$ cat src/rtl/exibidor_cronometro.sv
// ============================================================================
//  Module   : exibidor_cronometro
//  Purpose  : Output stage of the shot clock. Converts the 5-bit remaining-
//             seconds value into two multiplexed active-low 7-segment digits
//             (tens blanked when zero, "--" for out-of-range values) and
//             stretches the countdown buzzer flag into a fixed-length horn
//             pulse.
//  Ports    : clock_in  - system clock, rising edge
//             reset     - synchronous, active-high
//             valor     - remaining seconds, 0..24 legal
//             buzzer_in - buzzer level from the countdown
//             segmentos - active-low segments {g,f,e,d,c,b,a}
//             anodos    - active-low digit enables, [0]=units, [1]=tens
//             buzina    - horn drive, active-high
//             erro      - high while the registered valor exceeds 24
//  Options  : EXIBIDOR_PISCA_EN - blink the display while the value is zero
//  Revision : 1.0 - initial release
// ============================================================================
`default_nettype none

module exibidor_cronometro #(
   parameter int SCAN_DIV    = 50000,
   parameter int BUZZ_CYCLES = 50000000,
   parameter int BLINK_DIV   = 25000000
) (
   input  logic       clock_in,
   input  logic       reset,
   input  logic [4:0] valor,
   input  logic       buzzer_in,
   output logic [6:0] segmentos,
   output logic [1:0] anodos,
   output logic       buzina,
   output logic       erro
);

   // ------------------------------------------------------------------------
   // Constants
   // ------------------------------------------------------------------------
   localparam int c_SCAN_W = (SCAN_DIV > 2) ? $clog2(SCAN_DIV) : 1;
   localparam logic [c_SCAN_W-1:0] c_SCAN_LAST = c_SCAN_W'(SCAN_DIV - 1);

   localparam int c_BUZZ_W = (BUZZ_CYCLES > 2) ? $clog2(BUZZ_CYCLES) : 1;
   localparam logic [c_BUZZ_W-1:0] c_BUZZ_LOAD = c_BUZZ_W'(BUZZ_CYCLES - 1);

   localparam logic [6:0] c_SEG_DASH  = 7'b0111111;
   localparam logic [6:0] c_SEG_BLANK = 7'b1111111;

   // Reject configurations the counters cannot represent.
   if (SCAN_DIV < 2 || BUZZ_CYCLES < 1 || BLINK_DIV < 1) begin : g_param_check
      $error("exibidor_cronometro: illegal parameter value");
   end

   // ------------------------------------------------------------------------
   // Input stage
   // ------------------------------------------------------------------------
   logic [4:0] v_q;
   logic       b_q;
   logic       b_prev_q;

   always_ff @(posedge clock_in) begin
      if (reset) begin
         v_q      <= '0;
         b_q      <= 1'b0;
         b_prev_q <= 1'b0;
      end else begin
         v_q      <= valor;
         b_q      <= buzzer_in;
         b_prev_q <= b_q;
      end
   end

   // ------------------------------------------------------------------------
   // Digit scan
   // ------------------------------------------------------------------------
   logic [c_SCAN_W-1:0] cnt_q, cnt_d;
   logic                sel_q, sel_d;

   always_comb begin
      cnt_d = cnt_q + c_SCAN_W'(1);
      sel_d = sel_q;
      if (cnt_q == c_SCAN_LAST) begin
         cnt_d = '0;
         sel_d = ~sel_q;
      end
   end

   always_ff @(posedge clock_in) begin
      if (reset) begin
         cnt_q <= '0;
         sel_q <= 1'b0;
      end else begin
         cnt_q <= cnt_d;
         sel_q <= sel_d;
      end
   end

   // ------------------------------------------------------------------------
   // Optional zero-value blink
   // ------------------------------------------------------------------------
   logic w_blink_on;

`ifdef EXIBIDOR_PISCA_EN
   localparam int c_BLINK_W = (BLINK_DIV > 2) ? $clog2(BLINK_DIV) : 1;
   localparam logic [c_BLINK_W-1:0] c_BLINK_LAST = c_BLINK_W'(BLINK_DIV - 1);

   logic [c_BLINK_W-1:0] blink_cnt_q, blink_cnt_d;
   logic                 blink_on_q,  blink_on_d;

   always_comb begin
      blink_cnt_d = blink_cnt_q + c_BLINK_W'(1);
      blink_on_d  = blink_on_q;
      if (v_q != 5'd0) begin
         // Any non-zero value restarts the blink in the visible phase.
         blink_cnt_d = '0;
         blink_on_d  = 1'b1;
      end else if (blink_cnt_q == c_BLINK_LAST) begin
         blink_cnt_d = '0;
         blink_on_d  = ~blink_on_q;
      end
   end

   always_ff @(posedge clock_in) begin
      if (reset) begin
         blink_cnt_q <= '0;
         blink_on_q  <= 1'b1;
      end else begin
         blink_cnt_q <= blink_cnt_d;
         blink_on_q  <= blink_on_d;
      end
   end

   assign w_blink_on = blink_on_q;
`else
   assign w_blink_on = 1'b1;
`endif

   // ------------------------------------------------------------------------
   // Decode
   // ------------------------------------------------------------------------
   function automatic logic [6:0] seg7(input logic [4:0] d);
      logic [6:0] s;
      case (d)
         5'd0:    s = 7'b1000000;
         5'd1:    s = 7'b1111001;
         5'd2:    s = 7'b0100100;
         5'd3:    s = 7'b0110000;
         5'd4:    s = 7'b0011001;
         5'd5:    s = 7'b0010010;
         5'd6:    s = 7'b0000010;
         5'd7:    s = 7'b1111000;
         5'd8:    s = 7'b0000000;
         5'd9:    s = 7'b0010000;
         default: s = c_SEG_BLANK;
      endcase
      return s;
   endfunction

   logic       w_err;
   logic [4:0] w_tens;
   logic [4:0] w_units;
   logic [4:0] w_digit;
   logic       w_blank;
   logic [6:0] w_seg;
   logic [1:0] w_an;

   always_comb begin
      w_err = (v_q > 5'd24);

      if (v_q >= 5'd20) begin
         w_tens  = 5'd2;
         w_units = v_q - 5'd20;
      end else if (v_q >= 5'd10) begin
         w_tens  = 5'd1;
         w_units = v_q - 5'd10;
      end else begin
         w_tens  = 5'd0;
         w_units = v_q;
      end

      // Only the tens digit is ever blanked; "--" overrides blanking.
      w_blank = sel_q & (w_tens == 5'd0) & ~w_err;
      w_digit = sel_q ? w_tens : w_units;

      if (w_err) begin
         w_seg = c_SEG_DASH;
      end else if (w_blank) begin
         w_seg = c_SEG_BLANK;
      end else begin
         w_seg = seg7(w_digit);
      end

      if (w_blank || !w_blink_on) begin
         w_an = 2'b11;
      end else begin
         w_an = sel_q ? 2'b01 : 2'b10;
      end
   end

   logic [6:0] seg_q;
   logic [1:0] an_q;
   logic       erro_q;

   always_ff @(posedge clock_in) begin
      if (reset) begin
         seg_q  <= c_SEG_BLANK;
         an_q   <= 2'b11;
         erro_q <= 1'b0;
      end else begin
         seg_q  <= w_seg;
         an_q   <= w_an;
         erro_q <= w_err;
      end
   end

   // ------------------------------------------------------------------------
   // Horn stretcher
   // ------------------------------------------------------------------------
   typedef enum logic [1:0] {
      OCIOSO = 2'd0,
      SOANDO = 2'd1,
      ESPERA = 2'd2
   } horn_state_t;

   horn_state_t         state_q;
   logic [c_BUZZ_W-1:0] timer_q;
   logic                buz_q;

   // buzina is a registered copy of "state is SOANDO", which puts the pulse
   // one cycle after the state change and keeps its length equal to the
   // number of cycles spent in SOANDO.
   always_ff @(posedge clock_in) begin
      if (reset) begin
         state_q <= OCIOSO;
         timer_q <= '0;
         buz_q   <= 1'b0;
      end else begin
         buz_q <= (state_q == SOANDO);
         case (state_q)
            OCIOSO: begin
               if (b_q && !b_prev_q) begin
                  timer_q <= c_BUZZ_LOAD;
                  state_q <= SOANDO;
               end
            end
            SOANDO: begin
               if (timer_q == '0) begin
                  // A flag still high must drop before another pulse.
                  state_q <= b_q ? ESPERA : OCIOSO;
               end else begin
                  timer_q <= timer_q - c_BUZZ_W'(1);
               end
            end
            ESPERA: begin
               if (!b_q) begin
                  state_q <= OCIOSO;
               end
            end
            default: state_q <= OCIOSO;
         endcase
      end
   end

   // ------------------------------------------------------------------------
   // Outputs
   // ------------------------------------------------------------------------
   assign segmentos = seg_q;
   assign anodos    = an_q;
   assign erro      = erro_q;
   assign buzina    = buz_q;

endmodule

`default_nettype wire
$ cat config.mk
export PLATFORM = sky130hd
export DESIGN_NAME = exibidor_cronometro
export DESIGN_NICKNAME = d
export VERILOG_FILES = /design/src/rtl/exibidor_cronometro.sv
export SDC_FILE = /design/constraint.sdc
export NUM_CORES = 1
export LEC_CHECK = 0
export CORE_ASPECT_RATIO = 0.8
export CORE_MARGIN = 1
export CORE_UTILIZATION = 25
export DETAILED_ROUTE_END_ITERATION = 8
export PLACE_DENSITY = 0.49
export SLEW_MARGIN = 10
export SYNTH_ARGS = -nofsm -noshare
export SYNTH_HDL_FRONTEND = slang
export SYNTH_SLANG_ARGS = --single-unit
$ cat constraint.sdc
create_clock -name clock_in -period 2.2 [get_ports clock_in]
set_clock_uncertainty 0.05 [all_clocks]
set_input_delay 0.44 -clock clock_in [delete_from_list [all_inputs] [get_ports clock_in]]
set_output_delay 0.44 -clock clock_in [all_outputs]
set_load 0.05 [all_outputs]
==> run_results.csv <==
group,metric,value,unit
outcome,status,"finished clean",
setup_path,cp_max_fo,4,
timing,finalCritPeriodShare,94.6,%
grt,antenna_found_initial,0,
layout,multiInputGateArea,1860,um^2
job,cap_viol_max_count,0,
floorplan,dieWidth,127,um
layout,nNetsFinal,433,
floorplan,dieHeight,102,um
logic_synthesis,yosys-top-cells-area,"dfxtp_1 41%, xor2_1 8.5%, nor2_1 5.6%",
layout,syn2layout_area_growth,31.4,%
cts,clk_pin_slew,50,ps
timing,max_slew.worst_pin.slew,631,ps
floorplan,die_area,12900,um^2
logic_synthesis,ys_warn_count,0,
timing,fmax,480,MHz
layout,regArea,1260,um^2
timing,finalHoldViolations,0,
power_and_ir_drop,pwr-share-comb,20.2,%
logic_synthesis,ys_async_sr_fraction,0,%
grt,grt_util_met3,3.59,%
placement,hpwl,4830,um
cts,cts_buffers,9,
logic_synthesis,syn_nets,384,
route,drc,0,
power_and_ir_drop,p_sw_share,27.2,%
cts,clockRootBuffer,"clkbuf_16",
power_and_ir_drop,power.switching,0.000909,W
grt,grt_max_degree,29,
logic_synthesis,yosysTopAreaCell,"dfxtp_1",
setup_path,cp.required,2410,ps
cts,cts_tree,"built",
grt,grt_pass1_vias,2510,
route,drt-wirelength-per-cell,11.8,um
logic_synthesis,synth.distinct_cells,48,
logic_synthesis,netlist_area,3100,um^2
floorplan,rows,36,
hold_path,min_path_type,"reg -> reg",
cts,clock_latency,330,ps
setup_path,cp-start-kind,"flop",
power_and_ir_drop,clkPwrFrac,41.8,%
logic_synthesis,synth_edf_count,0,
setup_path,arrival,2290,ps
route,postRouteAntennaNets,0,
layout,drive_gt1_share,18.4,%
layout,fill_cells,1224,
grt,use_met1,14.6,%
route,drtIter0Drc,103,
logic_synthesis,syn_avg_cell_area,8.50,um^2
logic_synthesis,yosysMostFrequentCell,"dfxtp_1",
timing,drv_slew,0,
placement,place_congestion,0.800,
grt,grt.total_usage,11.5,%
floorplan,coreArea,12100,um^2
logic_synthesis,netlist.area_leader.share,40.6,%
grt,grt_pass1_wl,11500,um
power_and_ir_drop,peakVddDrop,0.504,mV
cts,cts.sinks,63,
power_and_ir_drop,p_seq_share,37.9,%
grt,top_usage_layer,"met2",
power_and_ir_drop,p_per_area,821,nW/um^2
timing,setup_viol,0,
logic_synthesis,ys_ff_latch,63,
grt,grt_use_met2,17.9,%
route,drt_first_pass_iters,4,
placement,io_buffer_count,18,
layout,antennaDiodeCount,0,
cts,clockBufferDepth,2,
timing,rsz0062_at_grt,"no",
floorplan,start_util,25.6,%
timing,setup_tns,0,ps
logic_synthesis,netlist_instances,365,
setup_path,endpoint_kind,"flop",
logic_synthesis,yosysSeqAreaShare,40.6,%
floorplan,io_pins,19,
grt,grt-ovfl-total,0,
setup_path,crit_type,"reg -> reg",
cts,htree_levels,3,
logic_synthesis,ys.flop_type,"dfxtp_1",
route,viasPerCell,4.61,
timing,relSlewSlack,57.7,%
route,drt_wl_total,6740,um
power_and_ir_drop,p_leak,1.57,nW
logic_synthesis,synth_common_cells,"63 x dfxtp_1, 46 x nor2_1, 30 x xor2_1",
route,vias,2627,
power_and_ir_drop,finalPower,0.00335,W
power_and_ir_drop,p_int,0.00244,W
timing,min_period,2080,ps
## per-layer routing
| metal | vias to the layer above | share of wire, % |
|---|---|---|
| met5 | - | 0 |
| met4 | 0 | 1.6 |
| met3 | 8 | 3.7 |
| met2 | 38 | 44 |
| met1 | 1213 | 51 |
| li1 | 1368 | - |
## worst paths after layout
path                                         startpoint                       end  slack [ps]  depth (start not counted)
worst max-delay path            timer_q[6]$_SDFFE_PP0P_  timer_q[21]$_SDFFE_PP0P_         120                          6
worst min-delay path                cnt_q[0]$_SDFF_PP0_       cnt_q[0]$_SDFF_PP0_         410                          1
worst max register to register  timer_q[6]$_SDFFE_PP0P_  timer_q[21]$_SDFFE_PP0P_         120                          6
worst min register to register      cnt_q[0]$_SDFF_PP0_       cnt_q[0]$_SDFF_PP0_         410                          1
## through the flow
stage	setup WS [ps]	hold WS, ps	util, %	std cells	cell area (um^2)
6_report	119	408	33.7	570	4080
5_1_grt	12.2	442	33.7	570	4080
4_1_cts	32.8	412	32.6	568	3950
3_5_place_dp	39.6	402	30.2	553	3660
3_3_place_gp	40.5	388	30.2	553	3660
2_1_floorplan	71.7	376	-	365	3110
## worst max-delay path, stage by stage (launching register included)
cell     delay [ps]
dfxtp_1         300
or4_4           540
or3_4           380
nor4_4          310
nand3_1         150
xor2_1          160
a21oi_1         130
## timing repair
action / CTS / global route
hold buffers: 0 / 0
resized for setup: 0 / 23
buffers inserted: 0 / 2
setup endpoints to repair: 0 / 12
## state kept, by name, summed over array words and instances (netlist names)
signal,count
anodos,2
b_prev_q,1
b_q,1
buzina,1
cnt_q,16
erro,1
segmentos,7
sel_q,1
state_q,2
timer_q,26
v_q,5
## placed cells by master, fill, tap and decap left out, types with 4 or more instances in the layout
| cell type | instances |
|---|---|
| nor3_1 | 17 |
| nand2b_1 | 8 |
| xor2_1 | 30 |
| o211ai_1 | 6 |
| buf_4 | 31 |
| o21ai_0 | 6 |
| or3_1 | 4 |
| clkdlybuf4s50_1 | 18 |
| nor2b_1 | 8 |
| inv_1 | 12 |
| dfxtp_1 | 61 |
| nor2_1 | 45 |
| a21oi_1 | 19 |
| nor4_1 | 5 |
| xnor2_1 | 8 |
| a211oi_1 | 5 |
| nand3_1 | 20 |
| clkbuf_16 | 9 |
| nand4_1 | 8 |
| and2_1 | 5 |
| and3_1 | 7 |
| nand2_1 | 25 |
| ha_1 | 11 |
## power by group through the flow
stage | Combinational, W | Clock [W] | Sequential, W
after floorplan | 0.000353 | 0 | 0.00136
after global placement | 0.000628 | 0 | 0.00129
after detailed placement | 0.000631 | 0 | 0.00129
after CTS | 0.000634 | 0.00144 | 0.00127
after global routing | 0.000747 | 0.00149 | 0.00128
final | 0.000677 | 0.00140 | 0.00127
## cell type report
cell class              count  share of cell area [%]
well taps                 152                    4.66
repair buffers             50                    10.4
inverters                  12                    1.10
clock inverters             4                    1.10
flip-flops and latches     63                    31.0
multi-input cells         278                    45.5
clock buffers              11                    6.20
## kinds of logic after synthesis
group                      Yosys count  synth area share, %
AOI/OAI and AO/OA                   53                 11.2
xor gates and xnor gates            38                 10.7
adders and majority gates           11                 4.44
buffers and inverters               24                 2.94
DFF                                 63                 40.6
muxes                                2                0.645
and+or+nand+nor                    174                 29.4
(Power assumes the default switching activity.)
